### config.mk
export PLATFORM = sky130hd
export DESIGN_NAME = p09_border_fx
export DESIGN_NICKNAME = d
export VERILOG_FILES = /design/src/rtl/p09_pkg.sv /design/src/rtl/p09_flash_timer.sv /design/src/rtl/p09_border_fx.sv
export SDC_FILE = /design/constraint.sdc
export NUM_CORES = 1
export LEC_CHECK = 0
export BUFFER_PORTS_ARGS = -buffer_cell sky130_fd_sc_hd__buf_2
export CAP_MARGIN = 5
export CORE_ASPECT_RATIO = 0.6
export CORE_MARGIN = 2
export CORE_UTILIZATION = 56
export CTS_BUF_LIST = sky130_fd_sc_hd__clkbuf_16
export CTS_CLUSTER_SIZE = 20
export DETAILED_ROUTE_END_ITERATION = 16
export PLACE_DENSITY_LB_ADDON = 0.08
export SYNTH_ARGS = -nofsm -noshare
export SYNTH_HDL_FRONTEND = slang
export SYNTH_HIERARCHICAL = 1
export SYNTH_SLANG_ARGS = --single-unit
### constraint.sdc
create_clock -name clk -period 3.3 [get_ports clk]
set_input_delay 0.495 -clock clk [delete_from_list [all_inputs] [get_ports clk]]
set_output_delay 0.495 -clock clk [all_outputs]
set_load 0.03 [all_outputs]
### src/rtl/p09_pkg.sv
// Shared p09 painter constants: BBGGRR colour field width and palette entries.
package p09_pkg;

    localparam int COLOR_W = 6;

    localparam logic [COLOR_W-1:0] P09_COLOR_BLACK = 6'b000000;
    localparam logic [COLOR_W-1:0] P09_COLOR_WHITE = 6'b111111;
    localparam logic [COLOR_W-1:0] P09_COLOR_RED   = 6'b000011;

endpackage

### src/rtl/p09_flash_timer.sv
// Per-side flash countdown: load restarts at FLASH_FRAMES, tick counts down to zero.
module p09_flash_timer #(
    parameter logic [3:0] FLASH_FRAMES = 4'd8
) (
    input  logic clk,
    input  logic rst_n,
    input  logic load,
    input  logic tick,
    output logic active
);

    logic [3:0] count_r;

    // Load has priority so a hit coinciding with a frame tick is a clean restart.
    always_ff @(posedge clk or negedge rst_n) begin
        if (!rst_n) begin
            count_r <= 4'd0;
        end else if (load) begin
            count_r <= FLASH_FRAMES;
        end else if (tick && (count_r != 4'd0)) begin
            count_r <= count_r - 4'd1;
        end else begin
            count_r <= count_r;
        end
    end

    assign active = (count_r != 4'd0);

endmodule

### src/rtl/p09_border_fx.sv
// Playfield border painter: side decode, per-side hit flash and attract-mode rainbow.
module p09_border_fx
    import p09_pkg::*;
#(
    parameter int                  BORDER_WIDTH = 8,
    parameter logic [2:0]          SIDE_MASK    = 3'b111,
    parameter logic [9:0]          BORDER_RIGHT = 10'd632,
    parameter logic [COLOR_W-1:0]  BASE_COLOR   = P09_COLOR_WHITE,
    parameter logic [COLOR_W-1:0]  FLASH_COLOR  = P09_COLOR_RED,
    parameter logic [3:0]          FLASH_FRAMES = 4'd8
) (
    input  logic               clk,
    input  logic               rst_n,
    input  logic [9:0]         hpos,
    input  logic [8:0]         vpos,
    input  logic               frame_tick,
    input  logic [2:0]         hit,
    input  logic               attract,
    output logic               in_border,
    output logic [COLOR_W-1:0] color
);

    localparam int B = $clog2(BORDER_WIDTH);
    localparam logic [9:0] RIGHT_TILE = BORDER_RIGHT >> B;

    logic [2:0]         side_s;
    logic [2:0]         active_s;
    logic               in_border_s;
    logic               flash_s;
    logic [COLOR_W-1:0] color_s;
    logic [COLOR_W-1:0] hue_r;

    // One countdown per side; hits on masked-off sides never load.
    for (genvar i = 0; i < 3; i++) begin : g_side
        p09_flash_timer #(
            .FLASH_FRAMES(FLASH_FRAMES)
        ) u_timer (
            .clk   (clk),
            .rst_n (rst_n),
            .load  (hit[i] & SIDE_MASK[i]),
            .tick  (frame_tick),
            .active(active_s[i])
        );
    end

    // Side membership and colour selection for the current pixel.
    always_comb begin
        side_s[0]   = ((hpos >> B) == 10'd0) & SIDE_MASK[0];
        side_s[1]   = ((hpos >> B) == RIGHT_TILE) & SIDE_MASK[1];
        side_s[2]   = ((vpos >> B) == 9'd0) & SIDE_MASK[2];
        in_border_s = |side_s;
        flash_s     = |(side_s & active_s);
        if (!in_border_s) begin
            color_s = P09_COLOR_BLACK;
        end else if (attract) begin
            color_s = hue_r;
        end else if (flash_s) begin
            color_s = FLASH_COLOR;
        end else begin
            color_s = BASE_COLOR;
        end
    end

    // Rainbow hue advances once per frame only in attract mode, wrapping naturally.
    always_ff @(posedge clk or negedge rst_n) begin
        if (!rst_n) begin
            hue_r <= P09_COLOR_BLACK;
        end else if (attract && frame_tick) begin
            hue_r <= hue_r + 6'd1;
        end else begin
            hue_r <= hue_r;
        end
    end

    // Output registers give exactly one cycle of latency from hpos/vpos.
    always_ff @(posedge clk or negedge rst_n) begin
        if (!rst_n) begin
            in_border <= 1'b0;
            color     <= P09_COLOR_BLACK;
        end else begin
            in_border <= in_border_s;
            color     <= color_s;
        end
    end

endmodule

==> summary.txt, run 1 <==
Synth
  • Mapped Nets: 161
  • Dominant cell type by area after synthesis: dfrtp_1
  • Count of different cell masters after synthesis: 24
  • Synth top area cells: dfrtp_1 48%, ha_1 6.7%, mux2_2 6.0%
  • Top-area cell type share of the netlist area: 0.4753
  • Post-synthesis register bit count: 25
  • Seq/Total Area, Yosys: 0.4753
  • Post-Syn Area per Cell: 10.28 µm²
  • Synth Warn #: 6
  • Cells after synthesis: 128
  • Mapped Area: 1316 µm²

Clocking
  • Clk sink count: 25
  • Worst-path clk slew: 0.07 ns
  • Total CTS buffers: 3
  • Post-CTS Resized: 0
  • CTS tree: done
  • Setup bufs post-CTS: 0
  • Worst skew pair latency: 0.26 ns
  • Max Root-Sink Buffers: 2
  • Clk root buf: clkbuf_16
  • Hold-fix buffers at CTS: 0
  • CTS HTree Levels: 1

Die
  • Io pins: 33
  • Die width: 66.59 µm
  • Floorplan Core Area: 2196 µm²
  • Site row count: 13
  • Vert. Die Dim: 41.56 µm
  • Starting Density: 0.5994
  • Die ar.: 2767 µm²

Detailed routing
  • Total wire length: 2567 µm
  • DR iter-0 viols: 33
  • DR vias: 974
  • Vias per inst: 5.237
  • Drt pass-1 iters: 3
  • Routed Antenna Nets: 0
  • Routed len/inst: 13.80 µm
  • DR DRC count: 0

Setup path
  • Worst reg2reg path depth: 7
  • Req. time, crit path: 3.48 ns
  • Worst Setup End Kind: flop
  • Crit path from: g_side[1].u_timer/count_r[0]$_DFFE_PN0P_
  • Kind of critical path: flop to flop
  • Critical-path maximum fanout: 4
  • WP data arrival: 1.93 ns
  • Worst r2r src: g_side[1].u_timer/count_r[0]$_DFFE_PN0P_
  • CP Launch Type: flop

Final layout
  • Most frequent cells in the layout: 26 x buf_2, 25 x dfrtp_1, 15 x nand2_1, 15 x nor2_1, 12 x inv_1
  • Nets: 190
  • ANT cells: 0
  • Multi-input gate area: 629.4 µm²
  • FF/Latch Area: 625.6 µm²
  • Area Overhead vs Synth: 17.78%
  • Layout cells sized above 1: 0.3205
  • Fill cell count: 172
  • Commonest non-fill, non-tap cell in the layout: buf_2
  • Layout Cells excl Fill: 186

GRT
  • Top Usage Layer GRT: met2
  • Largest net degree at the start of global routing: 26
  • Initial antenna violation count: 0
  • Total overflow reported by the global router: 0
  • Vias in the first global route: 1049
  • First-pass GRT wire length: 4533 µm
  • Global-route met2 utilization: 0.4060
  • GRT Total Usage: 0.2198
  • M3 GR Usage: 0.05691
  • Fraction of met1 tracks used by global routing: 0.2557

Timing
  • Hold Fails Final Rpt: 0
  • RSZ-0062 raised after global routing: false
  • F_max: 0.5738 GHz
  • Max Slew Vio Count: 0
  • Final period util: 0.5281
  • Setup_tns: 0 ns
  • Worst Skew: 0.007582 ns
  • Worst Tran Pin Value: 0.5348 ns
  • Final Setup Violations: 0
  • Rel. slew slack: 0.6434
  • Min Tclk post-route: 1.743 ns

Placement
  • Detailed placement HPWL: 1940 µm
  • GPL Wtd Cong: 0.8373
  • PortBufs: 26
  • Placed cells: 182

Power
  • Peak VDD IR: 358.8 µV
  • PD cells: 584.3 nW/µm²
  • Leakage: 0.7457 nW

Run status
  • Status: complete, no violations

Worst hold path
  • HP Class: primary input to asynchronous set/reset pin

Flow run
  • Max_cap viols: 0
## cell usage after synthesis
library cell and number:
or4b_4 3, nand2_1 15, ha_1 7, a211o_1 3
and4bb_2 1, mux2_2 7, xnor2_1 3, nor4_2 2
a21oi_1 3, and3_1 2, a31oi_1 1, buf_2 1
xor2_1 2, nor2b_1 3, buf_6 1, dfrtp_1 25
or3_1 3, inv_1 12, nor2_1 15, nor3_1 4
nor3b_1 3, nand3_1 5, nand3_2 1, a21oi_2 6
## state kept, by name, indices dropped and copies added (netlist names)
signal / flops
g_side.u_timer/count_r: 12
color: 6
hue_r: 6
in_border: 1
## where the power goes
part / leakage (nW) / switching (W) / total, W / internal, W
Combinational: 0.390 / 0.000108 / 0.000209 / 0.000101
Sequential: 0.319 / 0.0000612 / 0.000430 / 0.000368
Clock: 0.0371 / 0.000102 / 0.000267 / 0.000164
## critical path, cell delays in order (launching register included)
cell and delay, ns:
dfrtp_1 0.40, inv_1 0.12, ha_1 0.17, nor3b_1 0.39, inv_1 0.09, a31oi_1 0.17, nand3_2 0.17, a21oi_2 0.17
## layer usage
| layer | up-vias | wire (µm) |
|---|---|---|
| met2 | 11 | 1351 |
| met4 | 0 | 0 |
| met1 | 474 | 1146 |
| li1 | 489 | - |
| met5 | - | 0 |
| met3 | 0 | 69 |
## path summary, 6_finish.rpt
kind / endpoint / slack (ns)
setup / recovery: color[2]$_DFF_PN0_ / 1.56
min in group clk: g_side[0].u_timer/count_r[2]$_DFFE_PN0P_ / 0.47
setup reg to reg: color[2]$_DFF_PN0_ / 1.56
hold / removal: color[0]$_DFF_PN0_ / 0.22
hold reg to reg: hue_r[5]$_DFFE_PN0P_ / 0.48
max in group asynchronous: hue_r[2]$_DFFE_PN0P_ / 2.72
## stage by stage
step	area, µm²	util	total power, W	hold slack, ns	setup slack (ns)
global route	1550	0.7060	0.0009641	0.2558	1.295
finish	1550	0.7060	0.0009058	0.2163	1.557
global placement	1468	0.6684	0.0006218	0.4653	1.660
floorplan	1316	-	0.0005721	0.1994	1.851
CTS	1550	0.7060	0.0009130	0.2371	1.556
detailed placement	1468	0.6684	0.0006400	0.4724	1.592
## kinds of logic (layout without fill, tap and decap cells)
family          after synthesis  after routing  share of synthesized area
simple gates                 57             57                     0.2424
flops                        25             25                     0.4753
buf+inv                      14             42                    0.04657
compound gates               13             13                    0.07605
fa+ha+maj                     7              7                    0.06654
mux                           7              7                    0.05989
xor+xnor                      5              5                    0.03328
## layout make-up
cell class                 instances  share of cell area
clock buffer                       3             0.04843
clock inverter                     1            0.004843
inverter                          12             0.02906
multi-input combinational         89              0.4060
sequential                        25              0.4036
tap                               30             0.02421
timing repair buffer              26             0.08394
Note: power is estimated with default switching activity, not from simulation.
==> run 2, diff against run 1 <==
--- a/config.mk
+++ b/config.mk
@@ -9,7 +9,7 @@
 export CAP_MARGIN = 5
 export CORE_ASPECT_RATIO = 0.6
 export CORE_MARGIN = 2
-export CORE_UTILIZATION = 56
+export CORE_UTILIZATION = 52
 export CTS_BUF_LIST = sky130_fd_sc_hd__clkbuf_16
 export CTS_CLUSTER_SIZE = 20
 export DETAILED_ROUTE_END_ITERATION = 16
==> constraint.sdc (replaced) <==
create_clock -name clk -period 1.69 [get_ports clk]
set_input_delay 0.2535 -clock clk [delete_from_list [all_inputs] [get_ports clk]]
set_output_delay 0.2535 -clock clk [all_outputs]
set_load 0.03 [all_outputs]
==> summary.txt, run 2 (synthesized netlist as in run 1, its figures left out) <==
Run status
  • Status: complete, no violations

Timing
  • Final WS setup: 0.1113 ns (-1.446 ns)
  • Min Tclk post-route: 1.579 ns (-0.1639 ns)
  • Final period util: 0.9342 (+0.4061)
  • Fin Hold WS: 0.2200 ns (+0.003639 ns)
  • Setup_tns: 0 ns (unchanged)
  • Rel. slew slack: 0.6382 (-0.005212)
  • Worst Skew: 0.006168 ns (-0.001414 ns)
  • Hold Fails Final Rpt: 0 (unchanged)
  • Final Setup Violations: 0 (unchanged)
  • F_max: 0.6334 GHz (+10%)
  • Worst Tran Pin Value: 0.5427 ns (+0.007818 ns)
  • Max Slew Vio Count: 0 (unchanged)
  • RSZ-0062 raised after global routing: false

Worst hold path
  • Hold EP: g_side[2].u_timer/count_r[2]$_DFFE_PN0P_
  • Hold Startpoint: hit[2]
  • HP Class: primary input to flop
  • Hold Path Cell Cnt: 2

Clocking
  • Max Root-Sink Buffers: 2 (unchanged)
  • CTS HTree Levels: 1 (unchanged)
  • CTS tree: done
  • Total CTS buffers: 3 (unchanged)
  • Clk root buf: clkbuf_16
  • Worst-path clk slew: 0.06 ns (about the same)
  • Worst skew pair latency: 0.26 ns (about the same)
  • Clk sink count: 25 (unchanged)
  • Setup bufs post-CTS: 0 (unchanged)

Detailed routing
  • DR DRC count: 0 (unchanged)
  • Routed len/inst: 12.37 µm (-10%)
  • DR iter-0 viols: 57 (+73%)
  • Routed Antenna Nets: 0 (unchanged)
  • Vias per inst: 5.152 (-1.6%)
  • Drt pass-1 iters: 4 (+1)
  • DR vias: 984 (+1.0%)
  • Total wire length: 2363 µm (-7.9%)

Power
  • PD cells: 1115 nW/µm² (+91%)
  • Leakage: 0.7660 nW (+2.7%)
  • Peak VDD IR: 743.3 µV (+110%)

Final layout
  • Fill cell count: 202 (+17%)
  • Area Overhead vs Synth: 21.01%
  • Largest register by flop count: g_side.u_timer/count_r
  • Design area: 1593 µm² (+2.7%)
  • Commonest non-fill, non-tap cell in the layout: buf_2
  • Max FFs per register: 12 (unchanged)
  • Layout cells sized above 1: 0.3459 (+0.02540)
  • Regs by FF count: g_side.u_timer/count_r: 12 flops, color: 6 flops, hue_r: 6 flops
  • Most frequent cells in the layout: 26 x buf_2, 25 x dfrtp_1, 15 x nand2_1, 15 x nor2_1, 12 x inv_1
  • Fin util: 0.6495 (-0.05649)
  • ANT cells: 0 (unchanged)
  • Multi-input gate area: 644.4 µm² (+2.4%)
  • Nets: 193 (+1.6%)
  • FF/Latch Area: 625.6 µm² (unchanged)

Setup path
  • Number of buffer and inverter stages on the critical path: 2 (unchanged)
  • Req. time, crit path: 1.83 ns (-1.65 ns)
  • Worst reg2reg setup slack: 0.11 ns (-1.45 ns)
  • Critical Path, Cell by Cell: inv_1, ha_1, nor3b_2, buf_4, nor2b_1, mux2_2
  • WP data arrival: 1.72 ns (-0.21 ns)
  • CP Launch Type: flop
  • Critical-path maximum fanout: 3 (-1)
  • Worst r2r src: g_side[1].u_timer/count_r[0]$_DFFE_PN0P_
  • Crit-path max cell delay: 0.37 ns (-0.03 ns)
  • Worst reg2reg path depth: 6 (-1)
  • Kind of critical path: flop to flop
  • Worst Setup End Kind: flop
  • Family with the most delay on the worst path: flip-flops
  • FF-to-FF End: g_side[1].u_timer/count_r[1]$_DFFE_PN0P_
  • CP max-delay cell: dfrtp_1

Placement
  • Detailed placement HPWL: 1857 µm (-4.3%)
  • PortBufs: 26 (unchanged)
  • GPL Wtd Cong: 0.8133 (-2.9%)
  • Area of placed instances: 1485 µm² (+1.2%)
  • Pre-CTS setup slack: 0.07368 ns (-1.518 ns)

Flow run
  • Max_cap viols: 0 (unchanged)

GRT
  • Total overflow reported by the global router: 0 (unchanged)
  • GRT Total Usage: 0.1833 (-0.03648)
  • Largest net degree at the start of global routing: 26 (unchanged)
  • Initial antenna violation count: 0 (unchanged)
  • First-pass GRT wire length: 3974 µm (-12%)
  • Vias in the first global route: 892 (-15%)

Die
  • Io pins: 33 (unchanged)
  • Site row count: 14 (+1)
  • Starting Density: 0.5367 (-0.06270)
  • Floorplan Core Area: 2452 µm² (+12%)
  • Die ar.: 2963 µm² (+7.1%)
  • Die width: 68.95 µm (+3.5%)
  • Vert. Die Dim: 42.97 µm (+3.4%)
==> run 2: cell types whose count changed in the layout (fill, tap and decap cells not counted), sizes merged <==
cell,previous run,this run
buf,26,28
dlygate4sd3,0,1
==> run 2: final cells by class <==
class                           instances  area share
Clock inverter                          1    0.004713
Sequential cell                        25      0.3928
Clock buffer                            3     0.04713
Inverter                               12     0.02828
Tap cell                               32     0.02514
Timing Repair Buffer                   29     0.09741
Multi-Input combinational cell         89      0.4046
==> run 2: how the worst max path moves through the flow <==
| stage | to | start | slack, ns | cells past startpoint |
|---|---|---|---|---|
| 4_1_cts | color[2]$_DFF_PN0_ | g_side[0].u_timer/count_r[0]$_DFFE_PN0P_ | 0.06 | 7 |
| 5_1_grt | g_side[1].u_timer/count_r[0]$_DFFE_PN0P_ | g_side[1].u_timer/count_r[0]$_DFFE_PN0P_ | 0.02 | 6 |
| 2_1_floorplan | color[5]$_DFF_PN0_ | g_side[1].u_timer/count_r[0]$_DFFE_PN0P_ | 0.24 | 7 |
| 6_report | g_side[1].u_timer/count_r[1]$_DFFE_PN0P_ | g_side[1].u_timer/count_r[0]$_DFFE_PN0P_ | 0.11 | 6 |
| 3_5_place_dp | color[2]$_DFF_PN0_ | g_side[0].u_timer/count_r[0]$_DFFE_PN0P_ | 0.07 | 7 |
| 3_3_place_gp | color[4]$_DFF_PN0_ | g_side[2].u_timer/count_r[0]$_DFFE_PN0P_ | 0.13 | 7 |
==> run 2: routing by layer <==
metal | up-vias | track usage | part of all wire
li1 | 491 | - | -
met1 | 476 | 0.2449 | 0.47
met2 | 17 | 0.2962 | 0.48
met3 | 0 | 0.06366 | 0.044
met4 | 0 | 0.02353 | 0
met5 | - | 0 | 0
==> run 2: power by group <==
| part | internal (W) | leakage (nW) | switching, W |
|---|---|---|---|
| registers | 0.000719 | 0.319 | 0.000119 |
| logic | 0.000208 | 0.410 | 0.000203 |
| clock network | 0.000321 | 0.0371 | 0.000206 |
| total | 0.00125 | 0.766 | 0.000528 |
==> run 2: repair_timing <==
| item | in CTS | in global routing |
|---|---|---|
| endpoints found under the setup margin | 0 | 11 |
| hold endpoints to repair | 19 | 0 |
| hold buffers | 1 | 0 |
| resized for setup | 0 | 3 |
==> run 2: through the flow <==
step | cells | power, W
after floorplan | 128 | 0.001117
after global placement | 186 | 0.001221
after CTS | 191 | 0.001789
after detailed placement | 186 | 0.001254
final | 191 | 0.001776
after global routing | 191 | 0.001894
==> run 2: worst reg2reg max path, cell delays in order (launching register included) <==
cell     delay (ns)
dfrtp_1        0.37
inv_1          0.09
ha_1           0.19
nor3b_2        0.16
buf_4          0.14
nor2b_1        0.16
mux2_2         0.35
